`src/rtl/seg7_pkg.sv`:
```
// Shared constants and the BCD-to-segment decode table for the 4-digit scanned display.
// Segment vectors are always {g,f,e,d,c,b,a} in active-high form.
package seg7_pkg;

    localparam int NUM_DIGITS = 4;

    localparam logic [6:0] SEG_BLANK = 7'h00;
    localparam logic [6:0] SEG_DASH  = 7'h40;

    // Nibbles above 9 are not BCD and are shown as a dash so corruption is visible.
    function automatic logic [6:0] bcd_to_seg(input logic [3:0] nibble);
        logic [6:0] seg_v;
        case (nibble)
            4'd0:    seg_v = 7'h3F;
            4'd1:    seg_v = 7'h06;
            4'd2:    seg_v = 7'h5B;
            4'd3:    seg_v = 7'h4F;
            4'd4:    seg_v = 7'h66;
            4'd5:    seg_v = 7'h6D;
            4'd6:    seg_v = 7'h7D;
            4'd7:    seg_v = 7'h07;
            4'd8:    seg_v = 7'h7F;
            4'd9:    seg_v = 7'h6F;
            default: seg_v = SEG_DASH;
        endcase
        return seg_v;
    endfunction

endpackage

```
`src/rtl/seg7_decode.sv`:
```
// Combinational nibble-to-segment decoder, active-high output.
module seg7_decode
    import seg7_pkg::*;
(
    input  logic [3:0] nibble,
    output logic [6:0] seg
);

    // Table lookup only; polarity is handled by the caller.
    always_comb begin
        seg = bcd_to_seg(nibble);
    end

endmodule

```
`src/rtl/bcd_seg7_scan.sv`:
```
// Time-multiplexed 4-digit 7-segment driver for a packed BCD value, with a shadow
// register so the shown value only changes on frame boundaries.
module bcd_seg7_scan
    import seg7_pkg::*;
#(
    parameter int unsigned REFRESH_DIV    = 50000,
    parameter bit          LZ_BLANK       = 1'b1,
    parameter bit          SEG_ACTIVE_LOW = 1'b1
) (
    input  logic        clk,
    input  logic        rst,
    input  logic [15:0] bcd_in,
    input  logic [3:0]  dp_in,
    input  logic        load,
    output logic [3:0]  an,
    output logic [6:0]  seg,
    output logic        dp
);

    localparam int              CNT_W   = (REFRESH_DIV > 32'd1) ? $clog2(REFRESH_DIV) : 1;
    localparam logic [CNT_W-1:0] DIV_MAX = CNT_W'(REFRESH_DIV - 32'd1);

    localparam logic [3:0] AN_OFF  = SEG_ACTIVE_LOW ? 4'hF  : 4'h0;
    localparam logic [6:0] SEG_OFF = SEG_ACTIVE_LOW ? 7'h7F : 7'h00;
    localparam logic       DP_OFF  = SEG_ACTIVE_LOW ? 1'b1  : 1'b0;

    logic [CNT_W-1:0]      div_cnt_r;
    logic [1:0]            dig_idx_r;
    logic [15:0]           shadow_bcd_r;
    logic [3:0]            shadow_dp_r;
    logic [15:0]           disp_bcd_r;
    logic [3:0]            disp_dp_r;

    logic                  tick_s;
    logic                  frame_s;
    logic [3:0]            nibble_s;
    logic [6:0]            seg_dec_s;
    logic [NUM_DIGITS-1:0] lz_s;
    logic                  blank_s;
    logic [3:0]            an_hi_s;
    logic [6:0]            seg_hi_s;
    logic                  dp_hi_s;
    logic [3:0]            an_nxt_s;
    logic [6:0]            seg_nxt_s;
    logic                  dp_nxt_s;

    // Refresh tick and frame boundary (last digit's tick).
    always_comb begin
        tick_s  = (div_cnt_r == DIV_MAX);
        frame_s = tick_s && (dig_idx_r == 2'd3);
    end

    // Refresh divider and digit index.
    always_ff @(posedge clk) begin
        if (rst) begin
            div_cnt_r <= '0;
            dig_idx_r <= 2'd0;
        end else if (tick_s) begin
            div_cnt_r <= '0;
            dig_idx_r <= dig_idx_r + 2'd1;
        end else begin
            div_cnt_r <= div_cnt_r + {{(CNT_W-1){1'b0}}, 1'b1};
        end
    end

    // Shadow capture: the last load before a frame boundary wins.
    always_ff @(posedge clk) begin
        if (rst) begin
            shadow_bcd_r <= 16'h0000;
            shadow_dp_r  <= 4'h0;
        end else if (load) begin
            shadow_bcd_r <= bcd_in;
            shadow_dp_r  <= dp_in;
        end
    end

    // Display buffer: takes the pre-edge shadow, so a load on the boundary waits a frame.
    always_ff @(posedge clk) begin
        if (rst) begin
            disp_bcd_r <= 16'h0000;
            disp_dp_r  <= 4'h0;
        end else if (frame_s) begin
            disp_bcd_r <= shadow_bcd_r;
            disp_dp_r  <= shadow_dp_r;
        end
    end

    // Select the nibble of the digit currently being scanned.
    always_comb begin
        case (dig_idx_r)
            2'd0:    nibble_s = disp_bcd_r[3:0];
            2'd1:    nibble_s = disp_bcd_r[7:4];
            2'd2:    nibble_s = disp_bcd_r[11:8];
            2'd3:    nibble_s = disp_bcd_r[15:12];
            default: nibble_s = 4'h0;
        endcase
    end

    seg7_decode u_decode (
        .nibble (nibble_s),
        .seg    (seg_dec_s)
    );

    // lz_s[k]: digit k and all higher digits are zero; non-BCD nibbles count as non-zero.
    always_comb begin
        lz_s[3] = (disp_bcd_r[15:12] == 4'h0);
        lz_s[2] = (disp_bcd_r[11:8]  == 4'h0) && lz_s[3];
        lz_s[1] = (disp_bcd_r[7:4]   == 4'h0) && lz_s[2];
        lz_s[0] = (disp_bcd_r[3:0]   == 4'h0) && lz_s[1];
        if (LZ_BLANK && (dig_idx_r != 2'd0)) begin
            blank_s = lz_s[dig_idx_r];
        end else begin
            blank_s = 1'b0;
        end
    end

    // Active-high next outputs; the enable stays on even for a blanked digit.
    always_comb begin
        an_hi_s = 4'b0001 << dig_idx_r;
        if (blank_s) begin
            seg_hi_s = SEG_BLANK;
            dp_hi_s  = 1'b0;
        end else begin
            seg_hi_s = seg_dec_s;
            dp_hi_s  = disp_dp_r[dig_idx_r];
        end
    end

    // Apply output polarity.
    always_comb begin
        if (SEG_ACTIVE_LOW) begin
            an_nxt_s  = ~an_hi_s;
            seg_nxt_s = ~seg_hi_s;
            dp_nxt_s  = ~dp_hi_s;
        end else begin
            an_nxt_s  = an_hi_s;
            seg_nxt_s = seg_hi_s;
            dp_nxt_s  = dp_hi_s;
        end
    end

    // Output registers, one clock behind the digit index.
    always_ff @(posedge clk) begin
        if (rst) begin
            an  <= AN_OFF;
            seg <= SEG_OFF;
            dp  <= DP_OFF;
        end else begin
            an  <= an_nxt_s;
            seg <= seg_nxt_s;
            dp  <= dp_nxt_s;
        end
    end

endmodule
```
`config.mk`:
```
export PLATFORM = sky130hd
export DESIGN_NAME = bcd_seg7_scan
export DESIGN_NICKNAME = d
export VERILOG_FILES = /design/src/rtl/seg7_pkg.sv /design/src/rtl/seg7_decode.sv /design/src/rtl/bcd_seg7_scan.sv
export SDC_FILE = /design/constraint.sdc
export NUM_CORES = 1
export LEC_CHECK = 0
export ABC_AREA = 1
export BUFFER_PORTS_ARGS = -buffer_cell sky130_fd_sc_hd__buf_2
export CAP_MARGIN = 20
export CORE_MARGIN = 5
export CORE_UTILIZATION = 40
export DETAILED_ROUTE_END_ITERATION = 10
export PLACE_DENSITY = 0.64
export SLEW_MARGIN = 20
export SYNTH_ARGS = -nofsm -noshare
export SYNTH_HDL_FRONTEND = slang
export SYNTH_SLANG_ARGS = --single-unit
export TNS_END_PERCENT = 1
```
`constraint.sdc`:
```
create_clock -name clk -period 2.3 [get_ports clk]
set_input_delay 0.345 -clock clk [delete_from_list [all_inputs] [get_ports clk]]
set_output_delay 0.345 -clock clk [all_outputs]
set_load 0.02 [all_outputs]
```
* Yosys cells after proc, flatten, opt, wreduce, memory -nomap -nowiden *
Memory sizes are Yosys's and may differ from the RTL's.
Cells that the tools add are included.

storage, ports and cells
  flip-flop bits (word level) = 70
  bits in read-only memories = 112
  input bits = 23
  output and inout port bits = 12
  word-level logic and storage cells = 40
  memories kept = 1

operators by class
  add/sub/neg operators = 2
  $lt $le $gt $ge = 1
  equal/unequal tests = 4
  shift operators = 1
  mux-type cells = 8
  bitwise logic cells = 3
  reduce and logical (&&, ||, !) cells = 11

memories
  name             depth  bits a word  rd ports  clocked after memory_dff  wr ports  RTL line        RTL
  (no name shown)  16     7            1         0                         0         seg7_pkg.sv:13  case (nibble)

operators with widths
  operator                                                    count
  adder 16 x 1 -> 16 bit, second input constant               1
  == test 16 bit, second input constant                       1
  logical NOT 4 bit                                           4
  case mux 4 bit (4 select lines)                             1
  two-way mux 7 bit                                           1
  inverter 7 bit                                              1
  binary-select mux 1 bit (select 2 bit)                      2
  == test 2 bit, second input constant                        2
  logical AND 1 bit                                           4
  two-way mux 1 bit                                           4
  inverter 4 bit                                              1
  left shift 1 x 2 -> 4 bit, first input constant             1
  less-than comparator 2 x 3 -> 1 bit, second input constant  1
  adder 2 x 1 -> 2 bit, second input constant                 1
  == test 2 x 1 -> 1 bit, second input constant               1
  logical NOT 2 bit                                           1
  nonzero test 2 bit                                          1
  OR reduction 2 bit                                          1
  inverter 1 bit                                              1

* Depth between registers and ports, before layout *
  word-level depth = 9
  gate-level depth with buffers = 11
  mapped depth without buffers = 11

* By module *
Synthesis repeated with hierarchy kept, for this count alone.

second synthesis, totals
  cell total of the unflattened synthesis = 420
  area, all modules = 3124.2 µm²

modules (own cells, without submodules)
  module         instances  cells each  area each (µm²)  sequential area each (µm²)
  bcd_seg7_scan  1          384         2931.6           1401.3
  seg7_decode    1          36          192.7            0.0

* Worst setup path after synthesis *
No wires, ideal clock.

  path kind = register to register
  start point = register dig_idx_r[0]
  end point = register seg[5]
  setup time = 0.135 ns
  arrival = 1.884 ns
  required time = 2.165 ns
  slack = 0.281 ns
  stages on the path, launching flop included = 11
  path buffers = 0
  clock period less this slack = 2.019 ns
  cells stage by stage = dfxtp_1 -> inv_1 -> ha_1 -> inv_2 -> nand2_1 -> o21ai_0 -> inv_1 -> ha_1 -> nand3b_1 -> nand3_1 -> nand3_1

between the ends
  longest elaborated chain between the ends = 5
  elaborated cells between the ends (all ways) = 12
  those cells by class = eq/ne (3); mux (5); bitwise (1); reduce/logical (2); memory (1)

RTL lines
  what                                                                  RTL line                                   RTL
  start, declared                                                       bcd_seg7_scan.sv:28                        logic [1:0] dig_idx_r;
  start signal, assigned                                                bcd_seg7_scan.sv:60                        dig_idx_r <= dig_idx_r + 2'd1;
  == test 2 bit, or another cell as far along                           bcd_seg7_scan.sv:90                        case (dig_idx_r)
  case mux 4 bit (4 select lines) or two-way mux 1 bit (tied branches)  bcd_seg7_scan.sv:90, bcd_seg7_scan.sv:111
  memory read (16 x 7 bit) or two-way mux 1 bit (tied branches)         n/a
  two-way mux 7 bit *                                                   bcd_seg7_scan.sv:120                       if (blank_s) begin
  inverter 7 bit *                                                      bcd_seg7_scan.sv:133                       seg_nxt_s = ~seg_hi_s;
  end signal, assigned                                                  bcd_seg7_scan.sv:150                       seg <= seg_nxt_s;
  end, declared                                                         bcd_seg7_scan.sv:16                        output logic [6:0] seg,

Mark *: on every way between the ends. The rest lies on a longest branch, timed or not. The select of a mux whose other input is x is not followed.
A chain may end at the register's enable or synchronous reset.

* Worst setup path in the final report *
  start point = register dig_idx_r[0]
  end point = register seg[3]

The elaborated chain is that of the path after synthesis.

==> report_table.html <==
<table>
<tr><th>Metric</th><th>Value</th></tr>
<tr><th colspan="2">Floorplanning</th></tr>
<tr><td>IO Pins</td><td>35</td></tr>
<tr><td>Initial cell density of the core</td><td>40.7%</td></tr>
<tr><td>Die span in y</td><td>98.5 um</td></tr>
<tr><td>Die boundary width</td><td>98.5 um</td></tr>
<tr><td>Core ar.</td><td>7690 sq um</td></tr>
<tr><td>Die Outline Area</td><td>9690 sq um</td></tr>
<tr><td>Number of rows created at floorplan</td><td>32</td></tr>
<tr><th colspan="2">Global route</th></tr>
<tr><td>Antenna violations before repair</td><td>0</td></tr>
<tr><td>Number of global-route vias before repair</td><td>2647</td></tr>
<tr><td>Gr ovfl total</td><td>0</td></tr>
<tr><td>Global-route wire length before repair</td><td>11.7 mm</td></tr>
<tr><td>Global-route usage over all layers</td><td>14.8%</td></tr>
<tr><td>Largest net degree at the start of global routing</td><td>24</td></tr>
<tr><th colspan="2">Synth</th></tr>
<tr><td>Synthesized area per cell</td><td>7.80 sq um</td></tr>
<tr><td>Commonest register cell after synthesis</td><td>dfxtp_1</td></tr>
<tr><td>Synthesized instance count</td><td>401</td></tr>
<tr><td>Yosys top cell by area</td><td>dfxtp_1</td></tr>
<tr><td>Synthesis-stage register bit count</td><td>70</td></tr>
<tr><td>Fraction of registers with async set or reset after synthesis</td><td>0%</td></tr>
<tr><td>Post-synth top cells</td><td>nand2_1 (77), dfxtp_1 (70), nor2_1 (70)</td></tr>
<tr><td>Post-synthesis net count</td><td>435</td></tr>
<tr><td>Synth top area share</td><td>44.8%</td></tr>
<tr><td>EDFF count, synth</td><td>0</td></tr>
<tr><td>Netlist Area Pre-Place</td><td>3130 sq um</td></tr>
<tr><td>Top-count cell post-synth</td><td>nand2_1</td></tr>
<tr><td>Synth area leaders</td><td>dfxtp_1 (45%), nand2_1 (9.2%), nor2_1 (8.4%)</td></tr>
<tr><td>Netlist cell types</td><td>33</td></tr>
<tr><td>Sequential share of the synthesized area</td><td>44.8%</td></tr>
<tr><td>Synth Warn #</td><td>0</td></tr>
<tr><th colspan="2">Layout</th></tr>
<tr><td>Fillcell total</td><td>792</td></tr>
<tr><td>Area delta synth-&gt;final</td><td>13.7%</td></tr>
<tr><td>Fraction of final layout cells sized beyond drive strength 1</td><td>17.5%</td></tr>
<tr><td>Utilization of the core after routing</td><td>46.3%</td></tr>
<tr><td>Number of inserted diodes</td><td>0</td></tr>
<tr><td>Post-layout nets</td><td>470</td></tr>
<tr><th colspan="2">Clocking</th></tr>
<tr><td>Clock-pin slew of the registers on the worst-case setup and hold paths</td><td>0.07 ns</td></tr>
<tr><td>Number of levels the H-tree was split into</td><td>3</td></tr>
<tr><td>Setup fix buffers added after clock tree synthesis</td><td>0</td></tr>
<tr><td>TritonCTS clock tree</td><td>built</td></tr>
<tr><td>Clock sink count</td><td>70</td></tr>
<tr><td>Num CTS Buffers</td><td>9</td></tr>
<tr><td>Max clock buf depth</td><td>2</td></tr>
<tr><td>CTS Root Cell</td><td>clkbuf_8</td></tr>
<tr><td>Clock Latency Late Sink</td><td>0.35 ns</td></tr>
<tr><th colspan="2">Drt</th></tr>
<tr><td>Detailed-router iteration count before antenna repair</td><td>4</td></tr>
<tr><td>Routed len/inst</td><td>12.1 um</td></tr>
<tr><td>Total routed wirelength</td><td>6.56 mm</td></tr>
<tr><td>Number of nets with antenna violations after detailed routing</td><td>0</td></tr>
<tr><td>DRC violations left</td><td>0</td></tr>
<tr><td>Vias after detailed routing</td><td>2638</td></tr>
<tr><td>Starting DRT DRC Count</td><td>80</td></tr>
<tr><td>Vias per std cell</td><td>4.86</td></tr>
<tr><th colspan="2">Setup path</th></tr>
<tr><td>Type of the worst setup path</td><td>flip-flop to flip-flop</td></tr>
<tr><td>Required arrival time at the worst endpoint</td><td>2.52 ns</td></tr>
<tr><td>Arrival time worst endpoint</td><td>2.27 ns</td></tr>
<tr><td>Largest fanout on the critical path</td><td>9</td></tr>
<tr><td>Slowest cell delay on critical path</td><td>0.46 ns</td></tr>
<tr><td>FF-to-FF setup slack</td><td>0.25 ns</td></tr>
<tr><td>Count of buffer and inverter cells on the critical path</td><td>3</td></tr>
<tr><td>Critical path, cell by cell</td><td>inv_1 &gt; ha_1 &gt; inv_2 &gt; nand2_1 &gt; o21ai_1 &gt; inv_1 &gt; ha_1 &gt; nand3b_1 &gt; nand3_1 &gt; nand3_1</td></tr>
<tr><td>Worst setup EP type</td><td>flip-flop</td></tr>
<tr><td>Startpoint kind of the worst setup timing path</td><td>flip-flop</td></tr>
<tr><td>Cell with the biggest individual delay on the critical path</td><td>dfxtp_1</td></tr>
<tr><td>Kind of cell with the highest combined delay on the critical path</td><td>adder cells</td></tr>
<tr><th colspan="2">Timing</th></tr>
<tr><td>Pin slew with the least headroom to its limit</td><td>0.654 ns</td></tr>
<tr><td>Worst-case headroom to the max-slew limit</td><td>56.3%</td></tr>
<tr><td>Final Max Tran Viols</td><td>0</td></tr>
<tr><td>Portion of the clock cycle consumed by the worst path in the final layout</td><td>89.0%</td></tr>
<tr><td>Final hold violation count</td><td>0</td></tr>
<tr><td>Max Clock Freq</td><td>0.488 GHz</td></tr>
<tr><td>Final-layout setup total negative slack</td><td>0 ns</td></tr>
<tr><td>Worst clock skew on the final layout</td><td>0.00989 ns</td></tr>
<tr><td>Unrepaired setup endpoints after global routing</td><td>no</td></tr>
<tr><td>Final setup violation count</td><td>0</td></tr>
<tr><td>Final WS setup</td><td>0.252 ns</td></tr>
<tr><td>Min cycle time layout</td><td>2.05 ns</td></tr>
<tr><th colspan="2">Placement</th></tr>
<tr><td>Port-buffer cells</td><td>34</td></tr>
<tr><td>RD Place Congestion</td><td>0.941</td></tr>
<tr><td>Detailed Place HPWL</td><td>4.70 mm</td></tr>
<tr><td>Place WS</td><td>0.175 ns</td></tr>
<tr><th colspan="2">Pwr</th></tr>
<tr><td>Worst voltage drop across the vdd grid</td><td>0.327 mV</td></tr>
<tr><td>Leakage Power</td><td>1.48 nW</td></tr>
<tr><td>Power density of the placed cells</td><td>666 nW/um^2</td></tr>
<tr><td>Post-layout total power</td><td>0.00237 W</td></tr>
<tr><th colspan="2">Flow run</th></tr>
<tr><td>Max-cap violations</td><td>0</td></tr>
<tr><th colspan="2">Hold path</th></tr>
<tr><td>Worst hold path class</td><td>input port to flip-flop</td></tr>
<tr><th colspan="2">Outcome</th></tr>
<tr><td>Result of the run</td><td>finished clean</td></tr>
</table>
==> state kept, by name, indices dropped and copies added (netlist names) <==
signal and count:
shadow_bcd_r 16, dp 1, disp_dp_r 4, disp_bcd_r 16
seg 7, dig_idx_r 2, div_cnt_r 16, an 4
shadow_dp_r 4
==> per-stage QoR <==
| step | instances | instance area (sq um) | hold WS (ns) |
|---|---|---|---|
| detailed placement | 527 | 3360 | 0.453 |
| floorplan | 401 | 3130 | 0.414 |
| CTS | 543 | 3560 | 0.212 |
| global route | 543 | 3560 | 0.227 |
| global placement | 527 | 3360 | 0.427 |
| finish | 543 | 3560 | 0.218 |
==> report_power, final <==
group / internal [W] / switching (W)
Combinational: 0.0000394 / 0.0000661
Clock: 0.000559 / 0.000442
Sequential: 0.00125 / 0.0000155
Total: 0.00185 / 0.000524
==> timing repair <==
action,in CTS,in global routing
gates resized for setup,0,1
endpoints found under the setup margin,0,1
hold buffers,0,0
==> cells in the final DEF (no fill, tap or decap), types with 3 or more instances in the layout <==
cell type  instances
nand2_1           77
nor2_1            70
dfxtp_1           70
buf_2             34
a21oi_1           26
nand4_1           23
o21ai_0           22
nand3_1           21
inv_1             20
ha_1              11
clkbuf_8          11
buf_4              8
xor2_1             7
nand3b_1           5
or2_2              4
nand2_2            3
nor3_1             3
==> final timing paths <==
| kind | from | to | depth (start not counted) |
|---|---|---|---|
| worst max register to register | dig_idx_r[0] | seg[3] | 10 |
| worst max-delay path | dig_idx_r[0] | seg[3] | 10 |
| worst min register to register | div_cnt_r[0] | div_cnt_r[0] | 1 |
| worst min-delay path | dp_in[0] | shadow_dp_r[0] | 3 |
==> per-layer routing <==
layer | vias up | part of all wire [%] | global-route usage, %
met5 | - | 0 | 0
met1 | 1201 | 48 | 17.9
li1 | 1383 | - | -
met3 | 14 | 4.3 | 3.96
met4 | 0 | 2.5 | 7.56
met2 | 40 | 45 | 24.1
==> final cells by class <==
cell class	count	area [sq um]	area share [%]
multi-input combinational	291	1520	42.6
sequential	70	1400	39.4
timing repair buffer	42	230	6.47
clock buffer	13	159	4.47
tap	102	128	3.59
inverter	22	82.6	2.32
clock inverter	3	42.5	1.20
==> worst register-to-register path, delay by kind of cell (launching register included) <==
kind | cells | cell delay, ns
buffers and inverters | 3 | 0.37
adders and majority gates | 2 | 0.52
AOI/OAI and AO/OA | 1 | 0.17
DFF | 1 | 0.46
and+or+nand+nor | 4 | 0.40
==> cells by family (layout without fill, tap and decap cells) <==
kind of cell	after synthesis	after routing	synth area share, %
AO/OA/AOI/OAI	54	54	9.16
buffers and inverters	40	80	6.80
adder cells (fa/ha/maj)	11	11	4.40
AND/OR/NAND/NOR	217	217	32.3
flip-flops	70	70	44.8
XOR/XNOR	9	9	2.52
No activity file was read; power rests on OpenSTA's default activity.
